$ cat config.mk
export PLATFORM = sky130hd
export DESIGN_NAME = addtree_pipe_flat
export DESIGN_NICKNAME = d
export VERILOG_FILES = /design/src/rtl/addtree_pipe_if.sv /design/src/rtl/addtree_pipe.sv /design/src/flat_wrapper.sv
export SDC_FILE = /design/constraint.sdc
export NUM_CORES = 1
export LEC_CHECK = 0
export CORE_ASPECT_RATIO = 1.5
export CORE_UTILIZATION = 59
export DETAILED_ROUTE_END_ITERATION = 8
export PLACE_DENSITY_LB_ADDON = 0.12
export SYNTH_ARGS = -nofsm -noshare
export SYNTH_HDL_FRONTEND = slang
export SYNTH_SLANG_ARGS = --single-unit
$ cat constraint.sdc
create_clock -name clk -period 6.5 [get_ports clk]
set_input_delay 0.975 -clock clk [delete_from_list [all_inputs] [get_ports clk]]
set_output_delay 0.975 -clock clk [all_outputs]
set_load 0.01 [all_outputs]
$ cat src/rtl/addtree_pipe_if.sv
// Operand/result stream bundle for the pipelined adder tree.
// master drives operands and sink ready; slave is the tree.
interface addtree_pipe_if #(
  parameter int W = 64,
  parameter int N = 4
);
  localparam int OW = W + $clog2(N);

  logic          in_valid;
  logic          in_ready;
  logic [N*W-1:0] in_data;
  logic          out_valid;
  logic          out_ready;
  logic [OW-1:0] out_sum;

  modport master (
    output in_valid, in_data, out_ready,
    input  in_ready, out_valid, out_sum
  );

  modport slave (
    input  in_valid, in_data, out_ready,
    output in_ready, out_valid, out_sum
  );
endinterface

$ cat src/rtl/addtree_pipe.sv
// Pipelined N-lane adder tree, one register level per tree level.
// Valid/ready flow control with per-stage bubble collapsing.
module addtree_pipe #(
  parameter int W      = 64,
  parameter int N      = 4,
  parameter int SIGNED = 0
) (
  input logic           clk,
  input logic           reset,
  addtree_pipe_if.slave bus
);
  localparam int L  = $clog2(N);
  localparam int OW = W + L;
  localparam bit SX = (SIGNED != 0);

  // bit offset of level l inside the packed tree vector
  function automatic int lvl_base(int l);
    int b;
    b = 0;
    for (int k = 0; k < l; k++)
      b += (N >> (k + 1)) * (W + k + 1);
    return b;
  endfunction

  localparam int TB = lvl_base(L);

  logic [TB-1:0] tree;
  logic [L-1:0]  v;
  logic [L-1:0]  vn;
  logic [L-1:0]  en;

  // a stage advances unless it and all later stages are full
  // while the sink stalls
  always_comb begin
    logic full;
    full = 1'b1;
    en   = '0;
    for (int i = L - 1; i >= 0; i--) begin
      full  = full & v[i];
      en[i] = bus.out_ready | !full;
    end
  end

  // valid bit each stage would take from its upstream neighbour
  always_comb begin
    vn    = '0;
    vn[0] = bus.in_valid;
    for (int i = 1; i < L; i++)
      vn[i] = v[i - 1];
  end

  // valid bits shift forward only where the stage is enabled
  always_ff @(posedge clk or negedge reset)
    if (!reset) v <= '0;
    else        v <= (en & vn) | (~en & v);

  for (genvar l = 0; l < L; l++) begin : g_lvl
    localparam int NS = N >> (l + 1);
    localparam int LW = W + l + 1;
    localparam int BO = lvl_base(l);

    logic [NS*LW-1:0] psum;
    logic [NS*LW-1:0] q;

    for (genvar j = 0; j < NS; j++) begin : g_add
      logic [LW-2:0] a;
      logic [LW-2:0] b;

      if (l == 0) begin : g_src
        assign a = bus.in_data[2*j*W +: W];
        assign b = bus.in_data[(2*j+1)*W +: W];
      end else begin : g_src
        localparam int PB = lvl_base(l - 1);
        assign a = tree[PB + 2*j*(LW-1) +: LW-1];
        assign b = tree[PB + (2*j+1)*(LW-1) +: LW-1];
      end

      assign psum[j*LW +: LW] =
        {SX & a[LW-2], a} + {SX & b[LW-2], b};
    end

    // partial sums load alongside the valid bit of this level
    always_ff @(posedge clk or negedge reset)
      if (!reset)     q <= '0;
      else if (en[l]) q <= psum;

    assign tree[BO +: NS*LW] = q;
  end

  assign bus.in_ready  = en[0];
  assign bus.out_valid = v[L-1];
  assign bus.out_sum   = tree[TB-OW +: OW];
endmodule

$ cat src/flat_wrapper.sv
// flat-port wrapper written by rule: the top's interface ports become plain ports
module addtree_pipe_flat 
#(
  parameter int W      = 64,
  parameter int N      = 4,
  parameter int SIGNED = 0
)
  (clk, reset, bus_in_valid, bus_in_data, bus_out_ready, bus_in_ready, bus_out_valid, bus_out_sum);
  addtree_pipe_if #(.W(W), .N(N)) bus_i ();
  input logic clk;
  input logic reset;
  input wire logic [$bits(bus_i.in_valid)-1:0] bus_in_valid;
  input wire logic [$bits(bus_i.in_data)-1:0] bus_in_data;
  input wire logic [$bits(bus_i.out_ready)-1:0] bus_out_ready;
  output wire logic [$bits(bus_i.in_ready)-1:0] bus_in_ready;
  output wire logic [$bits(bus_i.out_valid)-1:0] bus_out_valid;
  output wire logic [$bits(bus_i.out_sum)-1:0] bus_out_sum;
  assign bus_i.in_valid = bus_in_valid;
  assign bus_i.in_data = bus_in_data;
  assign bus_i.out_ready = bus_out_ready;
  assign bus_in_ready = bus_i.in_ready;
  assign bus_out_valid = bus_i.out_valid;
  assign bus_out_sum = bus_i.out_sum;
  addtree_pipe #(.W(W), .N(N), .SIGNED(SIGNED)) u_core (.clk(clk), .reset(reset), .bus(bus_i));
endmodule
==> out/results.tsv, run 1 <==
stage	metric	value	unit
run_status	status	finished, final reports clean	
clock_network	CTS Sinks	198	
setup_path	Startpoint Class	primary input	
synthesis	Mapped Area	0.01828	mm2
placed_design	dpl cells	2973	
die	initial core utilization	0.6024	
die	Die Y	217.6	um
drt	Routed WL per cell	19.27	um
global_route	wire length of the first global-routing pass	92100	um
power	worst vdd ir	0.2002	mV
die	chip width	145.7	um
power	Pwr per Cell Area	318.0	mW/mm2
clock_network	CTS tree	yes	
setup_path	CP Capture Type	flip-flop	
drt	via count	19010	
clock_network	Clock Latency Late Sink	0.45	ns
setup_path	Setup CP Type	in2reg	
timing	Fin. Hold Viols	0	
global_route	pin count of the biggest net entering global routing	103	
drt	Final ANT Viol Nets	0	
setup_path	CP max FO	4	
placed_design	dpl hpwl	46580	um
synthesis	Synth warnings	0	
finish	fin nets	3048	
synthesis	EDFF count, synth	0	
setup_path	FF-to-FF Start	u_core.g_lvl[0].q[6]	
timing	Slew @ Worst Pin	1.019	ns
setup_path	Largest stage delay, worst path	0.52	ns
drt	Vias/cell	6.326	
finish	Ant. Diodes	0	
setup_path	reg-to-reg slack, setup	2.64	ns
timing	final setup fails	0	
setup_path	reg2reg end	u_core.bus.out_sum[51]	
global_route	initial antenna violation count	0	
die	IO Count	328	
min_path	Worst Hold Class	in2async	
placed_design	Placer Congestion	1.017	
synthesis	Yosys reg bits	198	
synthesis	Seq/Total Area, Yosys	0.2710	
global_route	global route overflow	0	
clock_network	root buf cell	clkbuf_16	
timing	RSZ-0062 raised after global routing	no	
clock_network	# hold bufs at CTS	0	
clock_network	cts bufs inserted	17	
job	number of max-cap violations	0	
global_route	all-layer global routing usage	0.3619	
finish	area of the multi-input gates	0.01268	mm2
power	Leak	9.457	nW
setup_path	crit path max-delay cell type	a22oi_1	
clock_network	Post-CTS Resized	0	
global_route	vias in the first global route	18479	
drt	1st-iter DRT viols	1512	
setup_path	Crit path top cell by count	a211oi_1	
placed_design	DP Area	0.02165	mm2
clock_network	clk buf depth	2	
placed_design	dpl ws	1.569	ns
timing	final worst-path cycle share	0.7234	
finish	proportion of layout cells with a drive suffix above 1	0.02457	
setup_path	WP data required	6.78	ns
timing	TNS Setup	0	ns
finish	Post-Layout Inst Area	0.02224	mm2
drt	First-pass DRT Iterations	7	
finish	FILL cells	2402	
synthesis	Syn Area/Cell	7.747	um2
synthesis	Async SR Flop Fraction	1.000	
drt	final wirelength	57900	um
die	Core Area	0.03035	mm2
synthesis	Synth cell types	81	
synthesis	Top FF cell, synth	dfrtp_1	
die	total die area	0.03171	mm2
timing	Worst Skew	0.007010	ns
timing	Tmin final	4.702	ns
setup_path	CP arrival	4.98	ns
finish	fin cells	3005	
placed_design	IO Port Bufs	327	
setup_path	Critical Path, Cell by Cell	clkdlybuf4s50_1 -> ha_1 -> fa_1 -> a211oi_1 -> o21ai_1 -> a22oi_1 -> a211oi_1 -> o211ai_1 -> nand3_1 -> a31oi_1 -> o31a_1 -> xor2_1 -> a21oi_1	
finish	sequential cell area	0.004955	mm2
finish	Area Growth Syn to Fin	21.66	%
clock_network	post-CTS setup repair buffer count	0	
timing	max-slew violations	0	
clock_network	Reg clk slew, reported paths	0.07	ns
timing	Final WS setup	1.798	ns
timing	Max Clk Rate	212.7	MHz
synthesis	Post-Syn Nets	2816	
timing	Worst slew margin	0.3205	
setup_path	R2R depth	11	
die	Core Rows	78	
clock_network	CTS H-tree depth	4	
drt	DRC	0	
power	Tot Pwr	0.007074	W
synthesis	Syn Inst Count	2360	
-- layout make-up --
cell class                 count  share of cell area
clock buffer                  19             0.01991
clock inverter                13            0.006582
inverter                      50            0.008550
multi-input combinational   1991              0.5700
sequential                   198              0.2228
tap                          400             0.02250
timing repair buffer         334              0.1497
-- layer usage --
metal / up-vias / routed length, um / part of all wire / GRT usage
met2: 849 / 29440 / 0.51 / 0.6574
met1: 8951 / 22440 / 0.39 / 0.4235
met3: 161 / 3313 / 0.057 / 0.03577
met5: - / 0 / 0 / 0
met4: 0 / 2710 / 0.047 / 0.1786
li1: 9049 / - / - / -
-- cell usage after synthesis (40+ instances only) --
cell type | instances | area share
ha_1 | 193 | 0.13
a21oi_1 | 357 | 0.098
o21ai_0 | 173 | 0.047
xor2_1 | 69 | 0.033
dfrtp_1 | 198 | 0.27
nand3_1 | 41 | 0.011
xnor2_1 | 95 | 0.046
o21bai_1 | 40 | 0.016
nand4_1 | 50 | 0.017
nor2_1 | 243 | 0.050
clkbuf_1 | 106 | 0.022
a21o_1 | 92 | 0.038
nand2_1 | 254 | 0.052
inv_1 | 50 | 0.010
-- cell families after synthesis --
kind of cell	share of synthesized area
AO/OA/AOI/OAI	0.2947
XOR/XNOR	0.07857
adder cells (fa/ha/maj)	0.1354
buffers and inverters	0.03620
flip-flops	0.2710
multiplexers	0.001095
AND/OR/NAND/NOR	0.1831
-- cells in the final DEF (no fill, tap or decap), drive strengths merged, types with 5 or more instances in the layout --
cell / netlist / final
nor2b: 15 / 15
a211oi: 32 / 32
or2: 6 / 6
clkbuf: 106 / 20
a21boi: 13 / 13
clkdlybuf4s50: 0 / 326
and2: 6 / 6
or4: 5 / 5
a311oi: 6 / 6
a21o: 92 / 92
inv: 50 / 55
nor2: 244 / 244
dfrtp: 198 / 198
o21ai: 201 / 201
nor3b: 6 / 6
a2111oi: 5 / 5
and3: 15 / 15
a41oi: 6 / 6
ha: 193 / 193
clkinv: 0 / 5
nand2: 255 / 255
buf: 15 / 7
and4: 5 / 5
a31oi: 21 / 21
o211ai: 20 / 20
xnor2: 95 / 95
o21bai: 40 / 40
nand2b: 25 / 25
or3: 9 / 9
nor4: 12 / 12
xor2: 69 / 69
o31ai: 23 / 23
nand3: 41 / 41
a21oi: 357 / 357
nand4: 51 / 51
nor3: 39 / 39
o21a: 24 / 24
o31a: 6 / 6
-- power breakdown --
group | internal [W] | switching (W) | total (W)
logic | 0.00176 | 0.00228 | 0.00404
clock network | 0.000584 | 0.000510 | 0.00109
registers | 0.00164 | 0.000305 | 0.00194
-- registers in the layout, indices dropped and copies added (netlist names), named ones only --
| name | count |
|---|---|
| u_core.bus.out_sum | 66 |
| u_core.g_lvl.q | 130 |
-- worst max-delay path, delay by kind of cell --
kind                     cells  cell delay [ns]
adder cells (fa/ha/maj)      2             0.69
buffers and inverters        1             0.40
AO/OA/AOI/OAI                8             2.50
AND/OR/NAND/NOR              1             0.23
XOR/XNOR                     1             0.18
-- worst max-delay path by stage --
stage                          start                endpoint  depth (start not counted)
floorplan             bus_in_data[0]   u_core.g_lvl[0].q[62]                         12
global placement    bus_in_data[128]  u_core.g_lvl[0].q[123]                         13
detailed placement  bus_in_data[128]  u_core.g_lvl[0].q[123]                         13
CTS                 bus_in_data[128]  u_core.g_lvl[0].q[123]                         13
global route        bus_in_data[128]  u_core.g_lvl[0].q[123]                         13
finish              bus_in_data[128]  u_core.g_lvl[0].q[123]                         13
-- per-stage QoR --
step	hold slack [ns]	util
2_1_floorplan	0.4252	-
3_3_place_gp	0.4493	0.7134
3_5_place_dp	0.4587	0.7134
4_1_cts	0.4800	0.7328
5_1_grt	0.5048	0.7328
6_report	0.4706	0.7328
No activity file was read; power rests on OpenSTA's default activity.
==> run 2: changes to the inputs <==
--- a/config.mk
+++ b/config.mk
@@ -6,7 +6,7 @@
 export NUM_CORES = 1
 export LEC_CHECK = 0
 export CORE_ASPECT_RATIO = 1.5
-export CORE_UTILIZATION = 59
+export CORE_UTILIZATION = 55
 export DETAILED_ROUTE_END_ITERATION = 8
 export PLACE_DENSITY_LB_ADDON = 0.12
 export SYNTH_ARGS = -nofsm -noshare
==> constraint.sdc (replaced) <==
create_clock -name clk -period 4.6 [get_ports clk]
set_input_delay 0.69 -clock clk [delete_from_list [all_inputs] [get_ports clk]]
set_output_delay 0.69 -clock clk [all_outputs]
set_load 0.01 [all_outputs]
==> run 2 against run 1 <==
Effect of this change: critical path depth grew 1; clock power grew 49%; die area grew 7.2%; clock skew increased by 0.0062 ns; first-iteration DRC count down 20%; combinational power rose by 41%; global-route usage down 1.2 points; sequential power is 42% higher; worst hold slack worse by 0.13 ns; wire length grew 1.6%; clock-buffer cell count down 1.
==> out/results.tsv, run 2 (synthesis results as in run 1) <==
stage	metric	value	unit
run_status	status	finished, final reports clean	
die	Core Rows	81	
timing	Max Clk Rate	242.7	MHz
power	Pwr per Cell Area	447.9	mW/mm2
drt	final wirelength	58850	um
global_route	pin count of the biggest net entering global routing	121	
finish	commonest cells after routing, fill and taps aside	a21oi_1, clkdlybuf4s50_1, nand2_1	
finish	Ant. Diodes	0	
setup_path	R2R depth	13	
timing	final worst-path cycle share	0.8956	
die	Core Area	0.03263	mm2
clock_network	post-CTS setup repair buffer count	0	
global_route	all-layer global routing usage	0.3497	
setup_path	Crit path top cell by count	buf_4	
setup_path	WP data required	4.91	ns
die	Die Y	225.3	um
setup_path	crit path max-delay cell type	a311oi_1	
min_path	Worst Hold Class	in2async	
finish	proportion of layout cells with a drive suffix above 1	0.03532	
finish	fin nets	3076	
global_route	initial antenna violation count	0	
setup_path	reg-to-reg slack, setup	0.84	ns
setup_path	reg2reg end	u_core.bus.out_sum[58]	
finish	Largest register FFs	130	
die	total die area	0.03399	mm2
setup_path	Setup CP Type	in2reg	
drt	1st-iter DRT viols	1215	
setup_path	CP delay by family, top	compound AO/OA/AOI/OAI gates	
die	IO Count	328	
drt	First-pass DRT Iterations	5	
placed_design	dpl hpwl	47850	um
timing	Fin. Hold Viols	0	
timing	TNS Setup	0	ns
timing	RSZ-0062 raised after global routing	no	
clock_network	# hold bufs at CTS	0	
placed_design	IO Port Bufs	327	
timing	Tmin final	4.120	ns
timing	Worst Skew	0.01319	ns
global_route	vias in the first global route	18555	
clock_network	Reg clk slew, reported paths	0.08	ns
setup_path	Critical Path, Cell by Cell	clkdlybuf4s50_1 -> ha_1 -> nand3_1 -> nor4_1 -> nor2_1 -> buf_4 -> a311oi_1 -> o21ai_1 -> o211ai_1 -> a2bb2oi_1 -> buf_4 -> a31oi_1 -> xor2_1 -> a21oi_1	
timing	Worst slew margin	0.2575	
clock_network	root buf cell	clkbuf_16	
finish	Top reg by flops	u_core.g_lvl.q	
drt	via count	18866	
setup_path	FF-to-FF Start	u_core.g_lvl[0].q[0]	
drt	Routed WL per cell	19.31	um
clock_network	CTS tree	yes	
clock_network	Post-CTS Resized	0	
drt	Final ANT Viol Nets	0	
power	Tot Pwr	0.01009	W
setup_path	CP max FO	6	
setup_path	crit path buf inv count	3	
setup_path	Startpoint Class	primary input	
setup_path	CP Capture Type	flip-flop	
drt	Vias/cell	6.190	
finish	FILL cells	2818	
timing	max-slew violations	0	
setup_path	Largest stage delay, worst path	0.57	ns
job	number of max-cap violations	0	
drt	DRC	0	
clock_network	clk buf depth	2	
power	Leak	9.607	nW
setup_path	CP arrival	4.43	ns
clock_network	CTS Sinks	198	
timing	Slew @ Worst Pin	1.114	ns
finish	final core occ	0.6902	
clock_network	cts bufs inserted	17	
timing	final setup fails	0	
finish	commonest non-fill, non-tap cell in the layout	a21oi_1	
finish	Area Growth Syn to Fin	23.19	%
global_route	wire length of the first global-routing pass	93000	um
placed_design	Placer Congestion	0.9905	
clock_network	Clock Latency Late Sink	0.46	ns
die	initial core utilization	0.5602	
die	chip width	150.9	um
clock_network	CTS H-tree depth	4	
power	worst vdd ir	0.3064	mV
global_route	global route overflow	0	
-- run 2: cell count changes in the layout (fill, tap and decap cells not counted), sizes merged --
| cell | delta |
|---|---|
| clkinvlp | +1 |
| clkbuf | -1 |
| bufinv | +1 |
| buf | +28 |
| clkinv | -2 |
| inv | +1 |
-- run 2: worst max-delay path by stage --
stage / from / endpoint / cells after the start / slack [ns]
floorplan: bus_in_data[0] / u_core.g_lvl[0].q[62] / 12 / 1.30
global placement: bus_in_data[128] / u_core.g_lvl[0].q[127] / 14 / 0.19
detailed placement: bus_in_data[192] / u_core.g_lvl[0].q[127] / 14 / 0.12
CTS: bus_in_data[192] / u_core.g_lvl[0].q[127] / 14 / 0.56
global route: bus_in_data[136] / u_core.g_lvl[0].q[118] / 14 / 0.34
finish: bus_in_data[200] / u_core.g_lvl[0].q[118] / 14 / 0.48
-- run 2: power by group --
group / internal [W] / leakage (nW) / switching [W]
logic: 0.00250 / 7.02 / 0.00320
registers: 0.00231 / 2.28 / 0.000447
clock network: 0.000887 / 0.302 / 0.000737
-- run 2: per-layer routing --
| layer | GRT usage | wire [um] | part of all wire |
|---|---|---|---|
| met1 | 0.4126 | 23420 | 0.40 |
| met2 | 0.6250 | 29990 | 0.51 |
| met3 | 0.04453 | 3101 | 0.053 |
| met4 | 0.1526 | 2342 | 0.040 |
| met5 | 0 | 0 | 0 |
-- run 2: per-stage QoR --
step	setup WS, ns	instance area [um2]	instances	hold slack, ns
3_5_place_dp	0.1169	21890	3016	0.4631
6_report	0.4801	22520	3048	0.3374
3_3_place_gp	0.1868	21890	3016	0.4426
4_1_cts	0.5639	22520	3048	0.3929
5_1_grt	0.3441	22520	3048	0.4111
2_1_floorplan	1.296	18280	2360	0.3944
-- run 2: layout make-up --
| type | count | area, um2 | area share |
|---|---|---|---|
| Clock buffer | 18 | 439.2 | 0.01950 |
| Clock inverter | 14 | 188.9 | 0.008388 |
| Inverter | 50 | 190.2 | 0.008444 |
| Multi-Input combinational cell | 1991 | 12680 | 0.5629 |
| Sequential cell | 198 | 4955 | 0.2200 |
| Tap cell | 415 | 519.2 | 0.02305 |
| Timing Repair Buffer | 362 | 3552 | 0.1577 |
==> run 3: changes to the inputs <==
--- a/config.mk
+++ b/config.mk
@@ -5,7 +5,7 @@
 export SDC_FILE = /design/constraint.sdc
 export NUM_CORES = 1
 export LEC_CHECK = 0
-export CORE_ASPECT_RATIO = 1.5
+export CORE_MARGIN = 1
 export CORE_UTILIZATION = 55
 export DETAILED_ROUTE_END_ITERATION = 8
 export PLACE_DENSITY_LB_ADDON = 0.12
==> run 3 against run 2 <==
Effect of this change: final area fell by 0.48%; non-clock buffer count down 15; die area about the same; largest cell class unchanged; highest routed layer is now met5.
==> out/results.tsv, run 3 (synthesis results as in run 1) <==
stage	metric	value	unit
clock_network	Clock Latency Late Sink	0.45	ns
timing	TNS Setup	0	ns
timing	Fin. Hold Viols	0	
setup_path	CP arrival	4.39	ns
setup_path	WP data required	4.98	ns
setup_path	crit path max-delay cell type	a211oi_1	
setup_path	reg2reg end	u_core.bus.out_sum[58]	
setup_path	CP Capture Point	u_core.g_lvl[0].q[127]	
clock_network	clk buf depth	2	
clock_network	cts bufs inserted	17	
timing	Worst slew margin	0.2865	
setup_path	Setup CP Type	in2reg	
finish	FILL cells	2740	
timing	final worst-path cycle share	0.8712	
setup_path	CP Capture Type	flip-flop	
clock_network	CTS Sinks	198	
timing	final setup fails	0	
min_path	Worst Hold Class	in2async	
global_route	all-layer global routing usage	0.3569	
drt	First-pass DRT Iterations	5	
finish	Largest register FFs	130	
global_route	vias in the first global route	17546	
setup_path	Largest stage delay, worst path	0.62	ns
finish	Ant. Diodes	0	
die	Core Rows	66	
die	Core Area	0.03262	mm2
timing	Worst Skew	0.01714	ns
die	Die Y	184.3	um
finish	proportion of layout cells with a drive suffix above 1	0.02865	
clock_network	# hold bufs at CTS	0	
clock_network	Reg clk slew, reported paths	0.08	ns
timing	Tmin final	4.007	ns
timing	max-slew violations	0	
drt	final wirelength	60600	um
run_status	status	finished, final reports clean	
drt	Vias/cell	6.290	
global_route	pin count of the biggest net entering global routing	165	
timing	Max Clk Rate	249.5	MHz
placed_design	dpl hpwl	48860	um
clock_network	root buf cell	clkbuf_16	
clock_network	Post-CTS Resized	0	
placed_design	dpl cells	3028	
global_route	wire length of the first global-routing pass	94580	um
placed_design	IO Port Bufs	327	
power	Leak	9.528	nW
setup_path	reg-to-reg slack, setup	1.00	ns
finish	fin nets	3061	
setup_path	FF-to-FF Start	u_core.g_lvl[0].q[0]	
finish	commonest non-fill, non-tap cell in the layout	a21oi_1	
finish	Area Growth Syn to Fin	22.60	%
power	worst vdd ir	0.3083	mV
setup_path	CP max FO	4	
drt	DRC	0	
global_route	initial antenna violation count	3	
clock_network	CTS tree	yes	
setup_path	Crit path top cell by count	a211oi_1	
die	IO Count	328	
finish	commonest cells after routing, fill and taps aside	a21oi_1, clkdlybuf4s50_1, nand2_1	
placed_design	Placer Congestion	0.9917	
die	chip width	184.3	um
drt	Final ANT Viol Nets	0	
setup_path	Critical Path, Cell by Cell	clkdlybuf4s50_1 -> ha_1 -> fa_1 -> a211oi_1 -> o21ai_1 -> a22oi_1 -> buf_4 -> a211oi_1 -> o211ai_1 -> nand3_1 -> a31oi_1 -> o31a_1 -> or4_1 -> nand4_1	
setup_path	R2R depth	13	
clock_network	CTS H-tree depth	4	
drt	1st-iter DRT viols	1930	
global_route	global route overflow	0	
drt	via count	19246	
finish	Top reg by flops	u_core.g_lvl.q	
setup_path	Startpoint Class	primary input	
drt	Routed WL per cell	19.80	um
finish	fin cells	3060	
power	Pwr per Cell Area	444.7	mW/mm2
clock_network	post-CTS setup repair buffer count	0	
setup_path	Worst Setup SP	bus_in_data[128]	
timing	RSZ-0062 raised after global routing	no	
timing	Slew @ Worst Pin	1.070	ns
die	initial core utilization	0.5605	
job	number of max-cap violations	0	
die	total die area	0.03397	mm2
-- run 3: cell types whose count changed in the layout (fill, tap and decap cells not counted), sizes merged --
cell | before | now
buf | 35 | 20
bufinv | 3 | 2
clkbuf | 19 | 23
clkinv | 3 | 7
clkinvlp | 2 | 0
inv | 56 | 51
-- run 3: metal layers --
metal  track usage  wire length [um]
met5             0                26
met4       0.08567              1228
met3       0.06975              5854
met2        0.5259             25470
met1        0.5304             28010
-- run 3: how the worst min path moves through the flow --
| stage | depth (start not counted) | to |
|---|---|---|
| 3_5_place_dp | 2 | u_core.bus.out_sum[7] |
| 5_1_grt | 1 | u_core.g_lvl[0].q[1] |
| 2_1_floorplan | 0 | asynchronous set/reset pin |
| 3_3_place_gp | 2 | u_core.bus.out_sum[7] |
| 6_report | 1 | u_core.g_lvl[0].q[67] |
| 4_1_cts | 1 | u_core.bus.out_sum[1] |
-- run 3: per-stage QoR --
step / total power [W] / instance area [um2] / worst slack, ns / hold WS [ns] / utilization
2_1_floorplan: 0.006276 / 18280 / 1.296 / 0.3944 / -
3_3_place_gp: 0.008126 / 21830 / 0.3207 / 0.4491 / 0.6692
3_5_place_dp: 0.008272 / 21830 / 0.1817 / 0.4632 / 0.6692
4_1_cts: 0.009842 / 22420 / 0.6115 / 0.4215 / 0.6872
5_1_grt: 0.01064 / 22420 / 0.4741 / 0.4600 / 0.6872
6_report: 0.009967 / 22420 / 0.5926 / 0.3921 / 0.6872
-- run 3: where the power goes --
part           internal [W]  switching [W]  leakage, nW  total, W
logic               0.00250        0.00322         6.95   0.00571
registers           0.00231       0.000415         2.28   0.00273
clock network      0.000836       0.000689        0.289   0.00153
total               0.00564        0.00432         9.53   0.00997
-- run 3: area by class of cell --
| type | count | area [um2] | area share |
|---|---|---|---|
| tap | 442 | 553.0 | 0.02467 |
| clock inverter | 10 | 122.6 | 0.005470 |
| multi-input combinational | 1991 | 12680 | 0.5656 |
| inverter | 50 | 190.2 | 0.008485 |
| timing repair buffer | 347 | 3452 | 0.1540 |
| clock buffer | 22 | 464.2 | 0.02071 |
| sequential | 198 | 4955 | 0.2210 |
-- run 3: worst max-delay path, delay by kind of cell --
family / cells / cell delay [ns]
compound gates: 7 / 1.80
simple gates: 3 / 0.76
buf+inv: 2 / 0.63
fa+ha+maj: 2 / 0.50
